File: src/rtl/muldiv_unit_if.sv
// Request/response bundle between the EX stage and the iterative multiply/divide unit.
interface muldiv_unit_if #(
  parameter int XLEN = 32
);
  // A request transfers on a rising edge where req_valid & req_ready & !kill; a response
  // transfers on a rising edge where resp_valid & resp_ready. Once resp_valid rises it and
  // resp_data stay stable until that transfer or a kill.
  logic            req_valid;
  logic            req_ready;
  logic [2:0]      req_op;
  logic [XLEN-1:0] req_a;
  logic [XLEN-1:0] req_b;
  logic            kill;
  logic            resp_valid;
  logic            resp_ready;
  logic [XLEN-1:0] resp_data;
  logic            busy;

  modport master (
    output req_valid, req_op, req_a, req_b, kill, resp_ready,
    input  req_ready, resp_valid, resp_data, busy
  );

  modport slave (
    input  req_valid, req_op, req_a, req_b, kill, resp_ready,
    output req_ready, resp_valid, resp_data, busy
  );
endinterface

File: src/rtl/muldiv_unit.sv
// Iterative RV32M multiply/divide: one bit per cycle on magnitudes (shift-add / restoring),
// sign fix-up on the way into DONE, result held until the consumer takes it.
module muldiv_unit #(
  parameter int XLEN = 32
) (
  input  logic         clk,
  input  logic         rst_n,
  muldiv_unit_if.slave bus,
  output logic [1:0]   dbg_state_o
);
  localparam int CNT_W = $clog2(XLEN + 1);

  localparam logic [2:0] OP_MUL    = 3'b000;
  localparam logic [2:0] OP_MULH   = 3'b001;
  localparam logic [2:0] OP_MULHSU = 3'b010;
  localparam logic [2:0] OP_MULHU  = 3'b011;
  localparam logic [2:0] OP_DIV    = 3'b100;
  localparam logic [2:0] OP_DIVU   = 3'b101;
  localparam logic [2:0] OP_REM    = 3'b110;
  localparam logic [2:0] OP_REMU   = 3'b111;

  localparam logic [XLEN-1:0] MIN_NEG = {1'b1, {(XLEN-1){1'b0}}};

  typedef enum logic [1:0] {
    S_IDLE = 2'd0,
    S_CALC = 2'd1,
    S_DONE = 2'd2
  } state_e;

  state_e            state_q, state_d;
  logic [CNT_W-1:0]  cnt_q, cnt_d;
  logic [2*XLEN-1:0] acc_q, acc_d;
  logic [XLEN-1:0]   b_q, b_d;
  logic [2:0]        op_q, op_d;
  logic              qneg_q, qneg_d;
  logic              rneg_q, rneg_d;
  logic [XLEN-1:0]   res_q, res_d;

  logic            accept, a_signed, b_signed, sa, sb, div_zero, div_ovf;
  logic [XLEN-1:0] abs_a, abs_b, special_res;

  // Request decode: operand magnitudes, signs and the divide corner cases.
  always_comb begin
    accept   = bus.req_valid && (state_q == S_IDLE) && !bus.kill;
    a_signed = (bus.req_op == OP_MULH) || (bus.req_op == OP_MULHSU) ||
               (bus.req_op == OP_DIV)  || (bus.req_op == OP_REM);
    b_signed = (bus.req_op == OP_MULH) || (bus.req_op == OP_DIV) || (bus.req_op == OP_REM);
    sa       = a_signed && bus.req_a[XLEN-1];
    sb       = b_signed && bus.req_b[XLEN-1];
    abs_a    = sa ? -bus.req_a : bus.req_a;
    abs_b    = sb ? -bus.req_b : bus.req_b;
    div_zero = bus.req_op[2] && (bus.req_b == '0);
    div_ovf  = ((bus.req_op == OP_DIV) || (bus.req_op == OP_REM)) &&
               (bus.req_a == MIN_NEG) && (bus.req_b == '1);
    if (div_zero) special_res = bus.req_op[1] ? bus.req_a : '1;
    else          special_res = bus.req_op[1] ? '0 : bus.req_a;
  end

  logic [XLEN:0]     mul_sum, div_shift, div_diff;
  logic [2*XLEN-1:0] mul_next, div_next, prod_fix;
  logic [XLEN-1:0]   quo_fix, rem_fix, final_res;

  // acc_q holds {partial product, multiplier} or {partial remainder, dividend/quotient}.
  always_comb begin
    mul_sum   = {1'b0, acc_q[2*XLEN-1:XLEN]} + (acc_q[0] ? {1'b0, b_q} : '0);
    mul_next  = {mul_sum, acc_q[XLEN-1:1]};
    div_shift = {acc_q[2*XLEN-1:XLEN], acc_q[XLEN-1]};
    div_diff  = div_shift - {1'b0, b_q};
    div_next  = div_diff[XLEN] ? {div_shift[XLEN-1:0], acc_q[XLEN-2:0], 1'b0}
                               : {div_diff[XLEN-1:0],  acc_q[XLEN-2:0], 1'b1};
    prod_fix  = qneg_q ? -acc_q : acc_q;
    quo_fix   = qneg_q ? -acc_q[XLEN-1:0] : acc_q[XLEN-1:0];
    rem_fix   = rneg_q ? -acc_q[2*XLEN-1:XLEN] : acc_q[2*XLEN-1:XLEN];
    case (op_q)
      OP_MUL:                       final_res = prod_fix[XLEN-1:0];
      OP_MULH, OP_MULHSU, OP_MULHU: final_res = prod_fix[2*XLEN-1:XLEN];
      OP_DIV, OP_DIVU:              final_res = quo_fix;
      OP_REM, OP_REMU:              final_res = rem_fix;
      default:                      final_res = '0;
    endcase
  end

  always_comb begin
    state_d = state_q;
    cnt_d   = cnt_q;
    acc_d   = acc_q;
    b_d     = b_q;
    op_d    = op_q;
    qneg_d  = qneg_q;
    rneg_d  = rneg_q;
    res_d   = res_q;
    case (state_q)
      S_IDLE: begin
        if (accept) begin
          op_d   = bus.req_op;
          b_d    = abs_b;
          qneg_d = sa ^ sb;
          rneg_d = sa;
          if (div_zero || div_ovf) begin
            res_d   = special_res;
            cnt_d   = '0;
            state_d = S_DONE;
          end else begin
            acc_d   = {{XLEN{1'b0}}, abs_a};
            cnt_d   = CNT_W'(XLEN);
            state_d = S_CALC;
          end
        end
      end
      S_CALC: begin
        // The cycle after the last step applies the sign fix and publishes the result.
        if (cnt_q != '0) begin
          acc_d = op_q[2] ? div_next : mul_next;
          cnt_d = cnt_q - CNT_W'(1);
        end else begin
          res_d   = final_res;
          state_d = S_DONE;
        end
      end
      S_DONE: begin
        if (bus.resp_ready) state_d = S_IDLE;
      end
      default: state_d = S_IDLE;
    endcase
    if (bus.kill && (state_q != S_IDLE)) begin
      state_d = S_IDLE;
      cnt_d   = '0;
      res_d   = res_q;
    end
  end

  always_ff @(posedge clk) begin
    if (!rst_n) begin
      state_q <= S_IDLE;
      cnt_q   <= '0;
      acc_q   <= '0;
      b_q     <= '0;
      op_q    <= '0;
      qneg_q  <= 1'b0;
      rneg_q  <= 1'b0;
      res_q   <= '0;
    end else begin
      state_q <= state_d;
      cnt_q   <= cnt_d;
      acc_q   <= acc_d;
      b_q     <= b_d;
      op_q    <= op_d;
      qneg_q  <= qneg_d;
      rneg_q  <= rneg_d;
      res_q   <= res_d;
    end
  end

  assign bus.req_ready  = (state_q == S_IDLE);
  assign bus.resp_valid = (state_q == S_DONE);
  assign bus.busy       = (state_q != S_IDLE);
  assign bus.resp_data  = res_q;
  assign dbg_state_o    = state_q;
endmodule

File: src/flat_wrapper.sv
// flat-port wrapper written by rule: the top's interface ports become plain ports
module muldiv_unit_flat 
#(
  parameter int XLEN = 32
)
  (clk, rst_n, dbg_state_o, bus_req_valid, bus_req_op, bus_req_a, bus_req_b, bus_kill, bus_resp_ready, bus_req_ready, bus_resp_valid, bus_resp_data, bus_busy);
  muldiv_unit_if #(.XLEN(XLEN)) bus_i ();
  input  logic clk;
  input  logic rst_n;
  output logic [1:0] dbg_state_o;
  input wire logic [$bits(bus_i.req_valid)-1:0] bus_req_valid;
  input wire logic [$bits(bus_i.req_op)-1:0] bus_req_op;
  input wire logic [$bits(bus_i.req_a)-1:0] bus_req_a;
  input wire logic [$bits(bus_i.req_b)-1:0] bus_req_b;
  input wire logic [$bits(bus_i.kill)-1:0] bus_kill;
  input wire logic [$bits(bus_i.resp_ready)-1:0] bus_resp_ready;
  output wire logic [$bits(bus_i.req_ready)-1:0] bus_req_ready;
  output wire logic [$bits(bus_i.resp_valid)-1:0] bus_resp_valid;
  output wire logic [$bits(bus_i.resp_data)-1:0] bus_resp_data;
  output wire logic [$bits(bus_i.busy)-1:0] bus_busy;
  assign bus_i.req_valid = bus_req_valid;
  assign bus_i.req_op = bus_req_op;
  assign bus_i.req_a = bus_req_a;
  assign bus_i.req_b = bus_req_b;
  assign bus_i.kill = bus_kill;
  assign bus_i.resp_ready = bus_resp_ready;
  assign bus_req_ready = bus_i.req_ready;
  assign bus_resp_valid = bus_i.resp_valid;
  assign bus_resp_data = bus_i.resp_data;
  assign bus_busy = bus_i.busy;
  muldiv_unit #(.XLEN(XLEN)) u_core (.clk(clk), .rst_n(rst_n), .bus(bus_i), .dbg_state_o(dbg_state_o));
endmodule
File: config.mk
export PLATFORM = sky130hd
export DESIGN_NAME = muldiv_unit_flat
export DESIGN_NICKNAME = d
export VERILOG_FILES = /design/src/rtl/muldiv_unit_if.sv /design/src/rtl/muldiv_unit.sv /design/src/flat_wrapper.sv
export SDC_FILE = /design/constraint.sdc
export NUM_CORES = 1
export LEC_CHECK = 0
export CORE_MARGIN = 2
export CORE_UTILIZATION = 35
export DETAILED_ROUTE_END_ITERATION = 8
export DONT_BUFFER_PORTS = 1
export PLACE_DENSITY_LB_ADDON = 0.3
export SETUP_SLACK_MARGIN = 0.2
export SLEW_MARGIN = 10
export SYNTH_ARGS = -nofsm -noshare
export SYNTH_HDL_FRONTEND = slang
export SYNTH_SLANG_ARGS = --single-unit
File: constraint.sdc
create_clock -name clk -period 4.3 [get_ports clk]
set_clock_uncertainty 0.05 [all_clocks]
set_input_delay 1.29 -clock clk [delete_from_list [all_inputs] [get_ports clk]]
set_output_delay 1.29 -clock clk [all_outputs]
set_load 0.02 [all_outputs]
=== After elaboration in Yosys (flattened, before gate mapping) ===
Cells that the tools add are included.

* Flip-flop bits (word level): 141
* Bits in latches: 0
* Memory bits (writable): 0
* ROM bits: 0
* Bits of input ports: 72
* Word-level logic and storage cells: 100
* Memories: 0

* Add/subtract/negate cells: 8
* Multipliers: 0
* Div/mod/pow operators: 0
* $lt $le $gt $ge: 0
* Eq/ne operators: 21
* Shift operators: 0
* Muxes and demuxes: 29
* Bitwise operators: 3
* Reduce and logical (&&, ||, !) cells: 31

{| class="wikitable"
|+ Operator list
! cell !! count
|-
| 2-to-1 mux 64 bit || 6
|-
| 2-to-1 mux 32 bit || 11
|-
| negator 32 bit || 4
|-
| one-hot mux 32 bit (4 select lines) || 1
|-
| one-hot mux 64 bit (2 select lines) || 1
|-
| == test 32 bit, second input constant || 2
|-
| negator 64 bit || 1
|-
| one-hot mux 32 bit (2 select lines) || 1
|-
| adder 32 x 33 -> 33 bit || 1
|-
| subtractor 33 x 32 -> 33 bit || 1
|-
| logical NOT 32 bit || 1
|-
| == test 3 bit, second input constant || 6
|-
| 2-to-1 mux 6 bit || 3
|-
| one-hot mux 6 bit (2 select lines) || 1
|-
| == test 3 x 2 -> 1 bit, second input constant || 3
|-
| logical AND 1 bit || 8
|-
| 2-to-1 mux 2 bit || 4
|-
| logical OR 1 bit || 7
|-
| == test 3 x 1 -> 1 bit, second input constant || 2
|-
| != test 2 x 1 -> 1 bit, second input constant || 3
|-
| != test 2 bit, second input constant || 3
|-
| one-hot mux 2 bit (3 select lines) || 1
|-
| AND reduction 3 bit || 2
|-
| nonzero test 6 bit || 1
|-
| other kinds (14) || 18
|}

=== Logic depth before layout (Yosys ltp) ===
Gate-level depths: netlist of run 1.

* Word-level depth: 9
* Depth in mapped cells: 13

=== Worst setup path before layout of run 1 ===
OpenSTA, ideal clock, no wires.

* Kind: input-to-reg
* Start point: input bus_req_a[20]
* End point: register u_core.res_q[25], in the netlist u_core.bus.resp_data[25]
* Library setup time: 0.117 ns
* Arrival: 3.572 ns
* Required time: 4.133 ns
* Setup slack: 0.561 ns
* Stages on the path: 9
* Path buffers: 1
* Cells stage by stage: or4_1 -> or3_1 -> nor4_2 -> a31o_2 -> a21oi_1 -> nor2_2 -> nor2_2 -> buf_2 -> a32o_1

* Word-level cells in the longest chain between the ends: 6

{| class="wikitable"
|+ Ends and longest elaborated chain
! what !! RTL line !! source
|-
| start, declared || flat_wrapper.sv:13 || <nowiki>input wire logic [$bits(bus_i.req_a)-1:0] bus_req_a;</nowiki>
|-
| == test 32 bit || muldiv_unit.sv:54 || <nowiki>(bus.req_a == MIN_NEG) && (bus.req_b == '1);</nowiki>
|-
| logical AND 1 bit || muldiv_unit.sv:53 || <nowiki>div_ovf = ((bus.req_op == OP_DIV) || (bus.req_op == OP_REM)) &&</nowiki>
|-
| logical AND 1 bit || muldiv_unit.sv:54 ||
|-
| logical OR 1 bit || muldiv_unit.sv:99 || <nowiki>if (div_zero || div_ovf) begin</nowiki>
|-
| != test 2 x 1 -> 1 bit (no line) || n/a ||
|-
| AND reduction 5 bit (no line) || n/a ||
|-
| end signal, assigned || muldiv_unit.sv:150 || <nowiki>res_q <= res_d;</nowiki>
|-
| end, declared || muldiv_unit.sv:37 || <nowiki>logic [XLEN-1:0] res_q, res_d;</nowiki>
|}

No other way between the ends.
A chain may end at the register's enable or synchronous reset.

=== Final worst setup path of run 1 ===
* Start point: register u_core.acc_q[0]
* End point: register u_core.acc_q[63]

* Word-level cells in the longest chain between the ends: 5

{| class="wikitable"
|+ Ends and longest elaborated chain
! what !! RTL line !! source
|-
| start, declared || muldiv_unit.sv:32 || <nowiki>logic [2*XLEN-1:0] acc_q, acc_d;</nowiki>
|-
| start signal, assigned || muldiv_unit.sv:136 || <nowiki>acc_q <= '0;</nowiki>
|-
| start signal, assigned || muldiv_unit.sv:145 || <nowiki>acc_q <= acc_d;</nowiki>
|-
| 2-to-1 mux 32 bit || muldiv_unit.sv:65 || <nowiki>mul_sum = {1'b0, acc_q[2*XLEN-1:XLEN]} + (acc_q[0] ? {1'b0, b_q} : '0);</nowiki>
|-
| adder 32 x 33 -> 33 bit || muldiv_unit.sv:65 ||
|-
| 2-to-1 mux 64 bit || muldiv_unit.sv:113 || <nowiki>acc_d = op_q[2] ? div_next : mul_next;</nowiki>
|-
| 2-to-1 mux 64 bit || muldiv_unit.sv:112 || <nowiki>if (cnt_q != '0) begin</nowiki>
|-
| one-hot mux 64 bit (2 select lines) || muldiv_unit.sv:92 || <nowiki>case (state_q)</nowiki>
|}

No other way between the ends. The select of a mux whose other input is x is not followed.

==> flow_metrics.tcl, run 1 <==
set metrics [dict create \
    status "finished clean" \
    seq_area_frac_synth_pct 19.3 \
    fp.dieH_um 209 \
    critPathMaxFanout 6 \
    hold_buffers 0 \
    drc 0 \
    gp_congestion 0.966 \
    grt_first_pass_wirelength_mm 88.0 \
    final_common_cell "nor2_1" \
    ios 109 \
    maxCapViolCount 0 \
    h-tree-depth 4 \
    num_rows 74 \
    cts_resized 0 \
    finalCritPeriodShare_pct 92.4 \
    ant_nets 0 \
    r2r-end "u_core.acc_q[63]$_SDFFE_PN0P_" \
    ys_types 85 \
    dp_hpwl_mm 43.4 \
    r2r_setup_slack_ns 0.33 \
    cts-root-buf "clkbuf_16" \
    antenna_cells 0 \
    die_w_um 209 \
    syn_area_sq_um 14700 \
    initial_core_util_pct 35.7 \
    min_path_type "flop to flop" \
    yosysWarnings 0 \
    clk_pin_slew_ns 0.07 \
    hp-start "u_core.b_q[30]$_SDFFE_PN0P_" \
    fin_crit_ns 3.97 \
    vdd_ir_drop_max_mv 0.240 \
    whs_endpoint "u_core.b_q[30]$_SDFFE_PN0P_" \
    powerDensity_nw_per_um2 276 \
    first_pass_iters 6 \
    die-area_sq_um 43500 \
    async_flop_share_pct 0 \
    required_ns 4.65 \
    yosys.area.top_type_share_pct 19.3 \
    syn2layout_area_growth_pct 7.58 \
    fmaxAchievable_ghz 0.252 \
    cts_buffers 17 \
    setup_viol 0 \
    postSynthCellCount 2049 \
    fin_cells 2516 \
    post-place-cells 2484 \
    syn_avg_cell_area_sq_um 7.16 \
    drt_iter0_drc 1725 \
    cts_tree "yes" \
    syn_nets 2194 \
    cts_sinks 141 \
    synth_top_cell_by_area "dfxtp_1" \
    ys_seq_elements 141 \
    synth_ff_type "dfxtp_1" \
    r2r-start "u_core.acc_q[0]$_SDFFE_PN0P_" \
    final_cell_mix "215 x nor2_1, 172 x nand2_1, 163 x a21oi_1" \
    cp-end-kind "flop" \
    crit_type "flop to flop" \
    startpoint_type "flop" \
    grt_pass1_vias 14600 \
    worst_slew_pin_slew_ns 1.28 \
    clk_latency_ns 0.45 \
    wl_mm 57.4 \
    ff2ff_path_depth 12 \
    vias 15700 \
    fin_setup_tns_ns 0 \
    hold-path-cell-count 2 \
    synth_edf_count 0 \
    arrival_ns 4.33 \
    core-area_sq_um 41100 \
    max_slew_margin_pct 14.6 \
    clockBufferDepth 2 \
    p_leak_uw 0.00594 \
    fillCellCount 4471 \
    rsz0062_at_grt "no" \
    cts_setup_buffers 0 \
    viasPerCell 6.25 \
    drive_above_1_share_pct 6.80 \
    timing_hold_violations_final 0 \
    grt_max_degree 71 \
    numPortBuffers 0 \
    maxSlewViolCount 0 \
    antenna_found_initial 0 \
    wl_per_cell_um 22.8 \
    num-nets-final 2116 \
    grtUsageTotal_pct 25.8 \
    grt_overflow_total 0 \
    synthTopCellsByArea "dfxtp_1 19%, ha_1 6.1%, xor2_1 5.8%" \
]
## through the flow
step	power (uW)	worst slack, ns	area [sq um]	hold slack (ns)	util [%]
final	4350	0.326	15800	0.408	38.4
after global routing	4540	0.212	15800	0.426	38.4
after CTS	4340	0.485	15800	0.409	38.4
after detailed placement	2780	0.140	15200	0.400	36.9
after global placement	2770	0.184	15200	0.392	36.9
after floorplan	2430	0.561	14700	0.382	-
## synth_stat cells, types with 23 or more instances
master	count
xnor2_1	81
a211oi_1	93
nand2_1	172
inv_1	64
xor2_1	97
nor3_1	48
nand3_1	44
a21oi_1	163
ha_1	71
clkbuf_1	129
and2_1	32
nand4_1	27
a21o_1	42
dfxtp_1	141
nor2_1	216
nor4_1	23
o31ai_1	37
or3_1	24
o21ai_0	139
mux2i_1	35
## report_power, final
group          total [uW]  switching, uW  leakage (uW)  internal (uW)
Clock                1550            677      0.000270            875
Combinational        1290            836       0.00452            457
Sequential           1500            122       0.00115           1380
Total                4350           1640       0.00594           2710
## worst max-delay path by stage
stage	start	end	cells after the start
floorplan	bus_req_a[20]	u_core.bus.resp_data[25]$_SDFFE_PN0P_	9
finish	u_core.acc_q[0]$_SDFFE_PN0P_	u_core.acc_q[63]$_SDFFE_PN0P_	12
CTS	u_core.acc_q[0]$_SDFFE_PN0P_	u_core.acc_q[63]$_SDFFE_PN0P_	12
detailed placement	bus_req_b[1]	u_core.bus.resp_data[23]$_SDFFE_PN0P_	11
global route	u_core.acc_q[0]$_SDFFE_PN0P_	u_core.acc_q[63]$_SDFFE_PN0P_	12
global placement	bus_req_b[1]	u_core.bus.resp_data[23]$_SDFFE_PN0P_	11
## state kept, by name (all words and copies together) (netlist names)
name                  count
u_core.cnt_q              6
u_core.dbg_state_o        2
u_core.acc_q             64
u_core.b_q               32
u_core.rneg_q             1
u_core.qneg_q             1
u_core.bus.resp_data     32
u_core.op_q               3
## cells by family after synthesis
| group | after synthesis | share of synthesized area [%] |
|---|---|---|
| adders and majority gates | 73 | 6.33 |
| muxes | 36 | 2.47 |
| DFF | 141 | 19.3 |
| AOI/OAI and AO/OA | 714 | 32.6 |
| xor gates and xnor gates | 178 | 10.6 |
| and+or+nand+nor | 683 | 22.6 |
| buffers and inverters | 224 | 6.13 |
## area by class of cell
cell class / count / area, sq um / share of cell area (%)
multi-input combinational: 1684 / 11000 / 69.6
inverter: 67 / 251 / 1.59
clock buffer: 20 / 447 / 2.83
clock inverter: 12 / 138 / 0.873
tap: 532 / 666 / 4.22
timing repair buffer: 60 / 475 / 3.01
sequential: 141 / 2830 / 17.9
## per-layer routing
| layer | GRT usage, % | vias up | share of wire (%) |
|---|---|---|---|
| li1 | - | 7394 | - |
| met3 | 6.39 | 136 | 9.5 |
| met1 | 35.2 | 7455 | 44 |
| met2 | 38.0 | 747 | 42 |
| met5 | 0 | - | 0 |
| met4 | 11.9 | 0 | 4.3 |
## worst max-delay path, stage by stage, from the launching register on
cell       delay (ns)
dfxtp_1          0.52
and2_1           0.19
ha_1             0.17
inv_1            0.06
fa_1             0.39
nand2b_1         0.21
a21o_1           0.23
a211oi_1         0.65
o2111ai_1        0.36
and2_1           0.28
o311a_1          0.40
o211ai_1         0.21
o2111a_1         0.20
No activity file was read; power rests on OpenSTA's default activity.
==> run 2: changes to the inputs <==
Settings changed: CTS_CLUSTER_DIAMETER from default to 150, SLEW_MARGIN 10 to 20.
==> flow_metrics.tcl, run 2 (synthesis results as in run 1) <==
set metrics [dict create \
    finalCritPeriodShare_pct 91.3 \
    crit_type "flop to flop" \
    wl_per_cell_um 22.8 \
    slowest_stage "a211oi_1" \
    h-tree-depth 4 \
    top_register "u_core.acc_q" \
    fin_crit_ns 3.93 \
    first_pass_iters 6 \
    cts_resized 0 \
    vias 15700 \
    drive_above_1_share_pct 6.85 \
    gr-usage-met3_pct 6.39 \
    ios 109 \
    crit_start "u_core.acc_q[0]$_SDFFE_PN0P_" \
    combPwrFrac_pct 29.8 \
    critPathMaxFanout 6 \
    dp_hpwl_mm 43.4 \
    maxSlewViolCount 0 \
    ff2ff_path_depth 12 \
    die_w_um 209 \
    grt_overflow_total 0 \
    p_switching_uw 1630 \
    wl_mm 57.3 \
    largest_reg_flops 64 \
    status "finished clean" \
    fp.dieH_um 209 \
    startpoint_type "flop" \
    grt_max_degree 71 \
    busiest_layer "met2" \
    cts_buffers 17 \
    pwr-share-clk_pct 35.6 \
    grt_util_met2_pct 38.0 \
    cp-end-kind "flop" \
    fmaxAchievable_ghz 0.255 \
    fin_setup_tns_ns 0 \
    antenna_cells 0 \
    r2r-start "u_core.acc_q[0]$_SDFFE_PN0P_" \
    critPathTopFamily "compound AO/OA/AOI/OAI gates" \
    viasPerCell 6.26 \
    setup_ws_ns 0.375 \
    timing_hold_violations_final 0 \
    path_cells "and2_1 > ha_1 > inv_1 > fa_1 > nand2b_1 > a21o_1 > a211oi_1 > o2111ai_1 > and2_1 > o311a_1 > o211ai_1 > o2111a_1" \
    min_path_type "flop to flop" \
    vdd_ir_drop_max_mv 0.240 \
    num-nets-final 2116 \
    switching_share_pct 37.6 \
    required_ns 4.65 \
    worst_slew_pin_slew_ns 1.06 \
    powerDensity_nw_per_um2 275 \
    clk_pin_slew_ns 0.07 \
    cts_tree "yes" \
    num_rows 74 \
    grt_first_pass_wirelength_mm 88.0 \
    core-area_sq_um 41100 \
    final_common_cell "nor2_1" \
    r2r_setup_slack_ns 0.37 \
    initial_core_util_pct 35.7 \
    max_slew_margin_pct 29.3 \
    r2r-end "u_core.acc_q[63]$_SDFFE_PN0P_" \
    clockBufferDepth 2 \
    clk_latency_ns 0.45 \
    cp.depth 12 \
    timing.critical_path.to "u_core.acc_q[63]$_SDFFE_PN0P_" \
    cpPeakStageDelay_ns 0.61 \
    crit_path_frequent_cell "and2_1" \
    numPortBuffers 0 \
    grtUsageTotal_pct 25.8 \
    hold-path-cell-count 2 \
    gp_congestion 0.966 \
    arrival_ns 4.28 \
    cts_setup_buffers 0 \
    syn2layout_area_growth_pct 7.60 \
    seqPwrFrac_pct 34.6 \
    drc 0 \
    p_int_uw 2710 \
    p_leak_uw 0.00594 \
    maxCapViolCount 0 \
    final_cell_mix "215 x nor2_1, 172 x nand2_1, 162 x a21oi_1" \
    cts-root-buf "clkbuf_16" \
    setup_viol 0 \
    hold_buffers 0 \
    pre_cts_slack_ns 0.140 \
    die-area_sq_um 43500 \
    rsz0062_at_grt "no" \
    ant_nets 0 \
    cts_sinks 141 \
    antenna_found_initial 0 \
    grt_pass1_vias 14600 \
    drt_iter0_drc 1828 \
    path_buf_inv 1 \
    use_met1_pct 35.2 \
]
==> run 2: cell counts in the layout (fill, tap and decap cells not counted) <==
No cell type changed its count.
==> run 2: power by group through the flow <==
| stage | logic (uW) | clock network [uW] | registers [uW] |
|---|---|---|---|
| after floorplan | 964 | 0 | 1470 |
| after global placement | 1250 | 0 | 1520 |
| after detailed placement | 1260 | 0 | 1530 |
| after CTS | 1260 | 1580 | 1500 |
| after global routing | 1410 | 1620 | 1510 |
| final | 1300 | 1550 | 1500 |
==> run 2: worst register-to-register path: cells and delay by family (launching register included) <==
family	cells	cell delay, ns
flops	1	0.52
fa+ha+maj	2	0.55
simple gates	3	0.68
buf+inv	1	0.06
compound gates	6	2.02
==> run 2: routing by layer <==
layer | part of all wire, % | wire length [um] | vias up
met1 | 44 | 25300 | 7450
li1 | - | - | 7392
met5 | 0 | 0 | -
met2 | 42 | 24100 | 771
met3 | 9.4 | 5380 | 129
met4 | 4.3 | 2470 | 0
==> run 2: cell type report <==
cell class | count | area (sq um)
Fill cell | 4469 | 25300
Multi-Input combinational cell | 1684 | 11000
Sequential cell | 141 | 2830
Tap cell | 532 | 666
Timing Repair Buffer | 60 | 475
Clock buffer | 20 | 447
Inverter | 67 | 251
Clock inverter | 12 | 138
==> run 2: how the worst min path moves through the flow <==
stage                                     start  slack [ns]                           to
global route        u_core.b_q[30]$_SDFFE_PN0P_        0.43  u_core.b_q[30]$_SDFFE_PN0P_
global placement    u_core.b_q[30]$_SDFFE_PN0P_        0.39  u_core.b_q[30]$_SDFFE_PN0P_
CTS                 u_core.b_q[30]$_SDFFE_PN0P_        0.41  u_core.b_q[30]$_SDFFE_PN0P_
finish              u_core.b_q[30]$_SDFFE_PN0P_        0.41  u_core.b_q[30]$_SDFFE_PN0P_
floorplan           u_core.b_q[22]$_SDFFE_PN0P_        0.38  u_core.b_q[22]$_SDFFE_PN0P_
detailed placement  u_core.b_q[30]$_SDFFE_PN0P_        0.40  u_core.b_q[30]$_SDFFE_PN0P_
==> run 2: stage by stage <==
stage | utilization (%) | std cells | total power (uW) | hold WS [ns] | area, sq um
6_report | 38.4 | 2516 | 4350 | 0.408 | 15800
5_1_grt | 38.4 | 2516 | 4540 | 0.426 | 15800
4_1_cts | 38.4 | 2516 | 4340 | 0.409 | 15800
3_5_place_dp | 36.9 | 2484 | 2780 | 0.400 | 15200
3_3_place_gp | 36.9 | 2484 | 2770 | 0.392 | 15200
2_1_floorplan | - | 2049 | 2430 | 0.382 | 14700
